[config.mk]
export PLATFORM = sky130hd
export DESIGN_NAME = md_hilo_ctrl
export DESIGN_NICKNAME = d
export VERILOG_FILES = /design/src/rtl/md_hilo_ctrl.sv
export SDC_FILE = /design/constraint.sdc
export NUM_CORES = 1
export LEC_CHECK = 0
export CAP_MARGIN = 10
export CORE_ASPECT_RATIO = 1.5
export CORE_MARGIN = 2
export CORE_UTILIZATION = 35
export DETAILED_ROUTE_END_ITERATION = 10
export DONT_BUFFER_PORTS = 1
export PLACE_DENSITY = 0.57
export SETUP_SLACK_MARGIN = 0.2
export SKIP_LAST_GASP = 1
export SLEW_MARGIN = 20
export SYNTH_ARGS = -nofsm -noshare
export SYNTH_HDL_FRONTEND = slang
export SYNTH_SLANG_ARGS = --single-unit
[constraint.sdc]
create_clock -name clk -period 2.2 [get_ports clk]
set_input_delay 0.44 -clock clk [delete_from_list [all_inputs] [get_ports clk]]
set_output_delay 0.44 -clock clk [all_outputs]
set_load 0.05 [all_outputs]
[src/rtl/md_hilo_ctrl.sv]
// md_hilo_ctrl
//   Owns the architectural HI/LO registers and sequences the shared EX-stage
//   multiplier (fixed latency, pipelined) and iterative divider.
//   EX offers one op at a time over req_valid/req_ready:
//     000 MULT, 001 MULTU, 010 DIV, 011 DIVU, 100 MTHI, 101 MTLO.
//   Other opcodes are accepted and have no effect.
//
// Ports
//   clk, resetn                 clock, asynchronous active-low reset
//   req_valid/req_ready         request handshake (ready only in IDLE, no cancel)
//   req_op, req_src1, req_src2  opcode and rs/rt operands
//   req_cancel                  flush of the offered or in-flight op
//   mul_start, mul_signed,      multiplier start pulse, held signedness,
//   mul_x, mul_y, mul_res       held operands and 64-bit product
//   div_start, div_abort,       divider start / abort pulses,
//   div_signed, div_x, div_y    held signedness and operands
//   div_complete, div_s, div_r  divider result valid, quotient, remainder
//   hi, lo                      architectural HI/LO
//   busy                        a mul/div is in flight (EX stalls)
//   done_pulse                  one cycle after HI/LO written by a mul/div
//   md_err                      sticky divider timeout flag
module md_hilo_ctrl #(
   parameter int MUL_CYCLES  = 2,
   parameter int DIV_TIMEOUT = 40
) (
   input  logic        clk,
   input  logic        resetn,
   input  logic        req_valid,
   output logic        req_ready,
   input  logic [2:0]  req_op,
   input  logic [31:0] req_src1,
   input  logic [31:0] req_src2,
   input  logic        req_cancel,
   output logic        mul_start,
   output logic        mul_signed,
   output logic [31:0] mul_x,
   output logic [31:0] mul_y,
   input  logic [63:0] mul_res,
   output logic        div_start,
   output logic        div_abort,
   output logic        div_signed,
   output logic [31:0] div_x,
   output logic [31:0] div_y,
   input  logic        div_complete,
   input  logic [31:0] div_s,
   input  logic [31:0] div_r,
   output logic [31:0] hi,
   output logic [31:0] lo,
   output logic        busy,
   output logic        done_pulse,
   output logic        md_err
);

   localparam logic [2:0] OP_MULT  = 3'b000;
   localparam logic [2:0] OP_MULTU = 3'b001;
   localparam logic [2:0] OP_DIV   = 3'b010;
   localparam logic [2:0] OP_DIVU  = 3'b011;
   localparam logic [2:0] OP_MTHI  = 3'b100;
   localparam logic [2:0] OP_MTLO  = 3'b101;

   localparam logic [3:0] MUL_CNT_INIT = 4'(MUL_CYCLES);
   // Last DIV_WAIT cycle index: the wait counter is 0 in the first cycle.
   localparam logic [7:0] DIV_LAST     = 8'(DIV_TIMEOUT - 1);

   typedef enum logic [1:0] {IDLE, MUL_WAIT, DIV_WAIT} state_t;

   state_t      state, state_next;
   logic [3:0]  mul_cnt;
   logic [7:0]  div_cnt;

   logic accept, op_is_mul, op_is_div, src2_zero;
   logic go_mul, go_div, div_zero, wr_mul, wr_div;
   logic wr_hi_mt, wr_lo_mt, abort_next, err_set;

   assign req_ready = (state == IDLE) && !req_cancel;
   assign busy      = (state != IDLE);
   assign accept    = req_valid && req_ready;
   assign op_is_mul = (req_op == OP_MULT) || (req_op == OP_MULTU);
   assign op_is_div = (req_op == OP_DIV)  || (req_op == OP_DIVU);
   assign src2_zero = (req_src2 == 32'd0);

   always_ff @(posedge clk or negedge resetn) begin
      if (!resetn) state <= IDLE;
      else         state <= state_next;
   end

   always_comb begin
      state_next = state;
      go_mul     = 1'b0;
      go_div     = 1'b0;
      div_zero   = 1'b0;
      wr_mul     = 1'b0;
      wr_div     = 1'b0;
      wr_hi_mt   = 1'b0;
      wr_lo_mt   = 1'b0;
      abort_next = 1'b0;
      err_set    = 1'b0;
      case (state)
         IDLE: begin
            if (accept) begin
               if (op_is_mul) begin
                  go_mul     = 1'b1;
                  state_next = MUL_WAIT;
               end else if (op_is_div && !src2_zero) begin
                  go_div     = 1'b1;
                  state_next = DIV_WAIT;
               end else if (op_is_div) begin
                  // Divide by zero leaves HI/LO alone but still completes.
                  div_zero = 1'b1;
               end else begin
                  wr_hi_mt = (req_op == OP_MTHI);
                  wr_lo_mt = (req_op == OP_MTLO);
               end
            end
         end
         MUL_WAIT: begin
            // Cancel wins over the final count: the product is dropped.
            if (req_cancel) begin
               state_next = IDLE;
            end else if (mul_cnt == 4'd0) begin
               wr_mul     = 1'b1;
               state_next = IDLE;
            end
         end
         DIV_WAIT: begin
            if (req_cancel) begin
               abort_next = 1'b1;
               state_next = IDLE;
            end else if (div_complete && !div_start) begin
               // div_complete during the start cycle is a stale result.
               wr_div     = 1'b1;
               state_next = IDLE;
            end else if (div_cnt == DIV_LAST) begin
               abort_next = 1'b1;
               err_set    = 1'b1;
               state_next = IDLE;
            end
         end
         default: state_next = IDLE;
      endcase
   end

   always_ff @(posedge clk or negedge resetn) begin
      if (!resetn) begin
         mul_start  <= 1'b0;
         mul_signed <= 1'b0;
         mul_x      <= 32'd0;
         mul_y      <= 32'd0;
         div_start  <= 1'b0;
         div_abort  <= 1'b0;
         div_signed <= 1'b0;
         div_x      <= 32'd0;
         div_y      <= 32'd0;
         hi         <= 32'd0;
         lo         <= 32'd0;
         done_pulse <= 1'b0;
         md_err     <= 1'b0;
         mul_cnt    <= 4'd0;
         div_cnt    <= 8'd0;
      end else begin
         mul_start  <= go_mul;
         div_start  <= go_div;
         div_abort  <= abort_next;
         done_pulse <= wr_mul || wr_div || div_zero;
         if (err_set) md_err <= 1'b1;

         if (go_mul) begin
            mul_x      <= req_src1;
            mul_y      <= req_src2;
            mul_signed <= (req_op == OP_MULT);
            mul_cnt    <= MUL_CNT_INIT;
         end else if (state == MUL_WAIT && mul_cnt != 4'd0) begin
            mul_cnt <= mul_cnt - 4'd1;
         end

         if (accept && op_is_div) begin
            div_x      <= req_src1;
            div_y      <= req_src2;
            div_signed <= (req_op == OP_DIV);
         end

         if (go_div)                div_cnt <= 8'd0;
         else if (state == DIV_WAIT) div_cnt <= div_cnt + 8'd1;

         if (wr_mul) begin
            {hi, lo} <= mul_res;
         end else if (wr_div) begin
            lo <= div_s;
            hi <= div_r;
         end else begin
            if (wr_hi_mt) hi <= req_src1;
            if (wr_lo_mt) lo <= req_src1;
         end
      end
   end

endmodule

==> metrics.md, run 1 <==
| Metric | Value |
|---|---|
| Status | `complete, but fails checks` |
| Failing checks | `negative hold slack` |
| Final period util | `0.904` |
| Vias in the first global route | `approximately 7,000` |
| Core footprint | `between 20,000 and 30,000 sq um` |
| Tot GR Track Use | `0.206` |
| Final Skew | `about 8.4 ps` |
| First DRT Iteration DRCs | `between 400 and 500` |
| Pleak | `4.64 nW` |
| CTS H-tree depth | `1` |
| Chip width | `around 140 um` |
| Critical Path Sink Type | `register` |
| Synth Cell Area | `9690 sq um` |
| Yosys warning total | `0` |
| Rows | `74` |
| Synth unique cells | `43` |
| Post-route cell area | `about 11,000 sq um` |
| Final setup violation count | `0` |
| Tmin final | `~2000 ps` |
| Fill cells | `between 2,000 and 3,000` |
| Clk slew on worst S/H paths | `60 ps` |
| # nets final | `between 900 and 1,000` |
| Worst VDD drop | `approximately 0.0009 V` |
| Die Y | `between 200 and 250 um` |
| Reg-to-reg slack, setup | `approximately 210 ps` |
| First-pass DRT Iterations | `5` |
| Die area | `29,000 sq um` |
| Worst setup path class | `reg -> reg` |
| Antenna violations before repair | `1` |
| Worst path arrival time | `between 2000 and 2500 ps` |
| #FFs+latches synth | `around 210` |
| Num Clock Sinks | `around 210` |
| Port Buf Inserts | `0` |
| Gate Count Post-Synth | `714` |
| Final hold viol count | `between 200 and 250` |
| First-pass GRT wire length | `around 46,000 um` |
| ANT cells | `0` |
| Number of synthesized flops with an enable pin | `0` |
| Post-synth ARST share | `1.00` |
| Max Fanout on Critical Path | `44` |
| DP HPWL | `between 20,000 and 25,000 um` |
| CTS Buffer Depth | `3` |
| WL final | `between 30,000 and 40,000 um` |
| Largest net degree at the start of global routing | `around 210` |
| Power per Cell Area | `~1500 nW/um^2` |
| Register area share after synthesis | `0.550` |
| Clk root buf | `clkbuf_16` |
| Number of CTS-inserted buffers | `22` |
| Max cap viols | `0` |
| Max Clk Rate | `a little over 500 MHz` |
| Syn nets | `around 900` |
| RSZ-0062 raised after global routing | `true` |
| CP Launch Type | `register` |
| Final core occ | `0.413` |
| CTS tree | `done` |
| Via density | `6.19` |
| Total grt overflow | `0` |
| Clk_lat worst skew | `510 ps` |
| Placed cell areas | `around 10,000 sq um` |
| Post-route ant nets | `0` |
| Slew @ Worst Pin | `596 ps` |
| Ratio of cells with drive above 1 in the final layout | `0.405` |
| Ports | `roughly 400` |
| Req. time, crit path | `between 2000 and 3000 ps` |
| Syn avg cell area | `13.6 sq um` |
| Routed vias | `6,652` |
| DR DRC count | `0` |
| GPL Wtd Cong | `between 0.9 and 1` |
| WL per Instance | `about 30 um` |
| Post-Route Setup TNS | `0 ps` |
| Max_slew headroom | `0.602` |
| Hold Crit Class | `in -> async` |
| Synth Flop Type | `dfrtp_1` |
| Initial core utilization | `0.356` |
| Slew Limit Fails | `0` |
| Area grow syn2layout | `16.0%` |
| Hold slack | `-373 ps` |
layer usage:
metal  wire (um)  vias up  track usage
met5           0        -            0
met4        1110        0       0.0776
met3        3520       77       0.0747
met2       16700      439        0.370
met1       10700     3394        0.220
li1            -     2742            -
critical path, cell delays in order (launching register included):
cell	delay, ps
dfrtp_1	430
buf_4	180
nor3b_4	310
nand2_4	130
buf_4	160
buf_12	160
a2bb2oi_1	190
mux2_2	280
final timing paths:
kind                             from    endpoint  depth (start not counted)
min in group clk            req_op[0]  div_signed                          1
max in group asynchronous      resetn   div_x[15]                          0
min reg2reg                div_cnt[7]  div_cnt[7]                          2
min                            resetn    div_y[5]                          0
max                          state[1]      lo[10]                          7
max reg2reg                  state[1]      lo[10]                          7
area by class of cell:
| type | count | area [sq um] | area share |
|---|---|---|---|
| tap | 342 | 428 | 0.0381 |
| timing repair buffer | 41 | 498 | 0.0443 |
| clock buffer | 29 | 618 | 0.0550 |
| clock inverter | 11 | 118 | 0.0105 |
| inverter | 3 | 11.3 | 0.00100 |
| multi-input combinational | 436 | 4230 | 0.377 |
| sequential | 213 | 5330 | 0.474 |
logic make-up after synthesis:
| family | after synthesis | synth area share |
|---|---|---|
| DFF | 213 | 0.550 |
| buffers and inverters | 66 | 0.0336 |
| AOI/OAI and AO/OA | 169 | 0.140 |
| xor gates and xnor gates | 10 | 0.00904 |
| and+or+nand+nor | 59 | 0.0379 |
| muxes | 194 | 0.225 |
| adders and majority gates | 3 | 0.00388 |
layout by cell type, fill, tap and decap left out, types with 3 or more instances in the layout:
cell       Yosys  routed
o21ai_1       29      28
xnor2_1        5       5
nand3_1        4       4
nand2_1        6       5
nand4b_1       4       4
clkinv_2       0       5
dfrtp_1      213     212
a2bb2oi_1     64      61
a2bb2oi_2      0       3
o21ai_0        4       4
a32oi_1       64      62
ha_1           3       3
xor2_1         5       5
mux2_4         0      24
buf_4          3      23
nor4_1         9       9
mux2_2       193     169
buf_12         0       9
nor2_1        14      14
clkbuf_1      19       4
nor3_1         3       3
buf_6          3       6
clkbuf_16      0      25
nor3b_4        1       3
nor2b_1        4       3
stage by stage:
step	instances	total power [mW]	worst slack, ps
6_report	1075	17.1	210
3_3_place_gp	1019	12.9	154
3_5_place_dp	1019	13.0	73.8
2_1_floorplan	714	12.1	121
4_1_cts	1063	16.9	202
5_1_grt	1075	17.7	157
registers in the layout (all words and copies together) (netlist names):
register    cells
lo             32
done_pulse      1
div_x          32
hi             32
mul_x          32
div_y          32
state           2
div_start       1
mul_cnt         4
div_signed      1
md_err          1
div_cnt         8
mul_start       1
mul_signed      1
div_abort       1
mul_y          32
synth_stat cells (all sizes together), types with 2 or more instances:
| master | n | area share |
|---|---|---|
| dfrtp | 213 | 0.55 |
| mux2 | 193 | 0.22 |
| a2bb2oi | 64 | 0.058 |
| a32oi | 64 | 0.058 |
| buf | 44 | 0.025 |
| o21ai | 33 | 0.017 |
| clkbuf | 19 | 0.0074 |
| nor2 | 14 | 0.0054 |
| nor4 | 9 | 0.0058 |
| nand2 | 7 | 0.0030 |
| xnor2 | 5 | 0.0045 |
| xor2 | 5 | 0.0045 |
| nand3 | 4 | 0.0021 |
| nand4b | 4 | 0.0036 |
| nor2b | 4 | 0.0026 |
| nor3 | 4 | 0.0032 |
| ha | 3 | 0.0039 |
| inv | 3 | 0.0012 |
| nor3b | 3 | 0.0040 |
| a21oi | 2 | 0.0014 |
| and4 | 2 | 0.0018 |
| nand4 | 2 | 0.0013 |
| o211ai | 2 | 0.0021 |
| or2 | 2 | 0.0013 |
| or3b | 2 | 0.0021 |
where the power goes:
| part | total (mW) | switching [mW] | internal, mW |
|---|---|---|---|
| registers | 10.8 | 5.63 | 5.14 |
| logic | 2.46 | 0.972 | 1.48 |
| clock network | 3.83 | 1.60 | 2.23 |
what timing repair did:
action	in CTS	in global routing
setup endpoints to repair	73	81
gates resized for setup	5	38
buffers inserted	3	9
hold endpoints to repair	213	213
gates cloned	1	3
pin swaps	1	5
(Power assumes the default switching activity.)
==> inputs of run 2 (changes only) <==
--- a/config.mk
+++ b/config.mk
@@ -14,7 +14,6 @@
 export PLACE_DENSITY = 0.57
 export SETUP_SLACK_MARGIN = 0.2
 export SKIP_LAST_GASP = 1
-export SLEW_MARGIN = 20
 export SYNTH_ARGS = -nofsm -noshare
 export SYNTH_HDL_FRONTEND = slang
 export SYNTH_SLANG_ARGS = --single-unit
==> results of run 2 <==
Final layout, timing and power as in run 1 (identical DEF).
==> inputs of run 3 (changes only) <==
--- a/config.mk
+++ b/config.mk
@@ -13,7 +13,6 @@
 export DONT_BUFFER_PORTS = 1
 export PLACE_DENSITY = 0.57
 export SETUP_SLACK_MARGIN = 0.2
-export SKIP_LAST_GASP = 1
 export SYNTH_ARGS = -nofsm -noshare
 export SYNTH_HDL_FRONTEND = slang
 export SYNTH_SLANG_ARGS = --single-unit
==> results of run 3 <==
Final layout, timing and power as in run 1 (identical DEF).
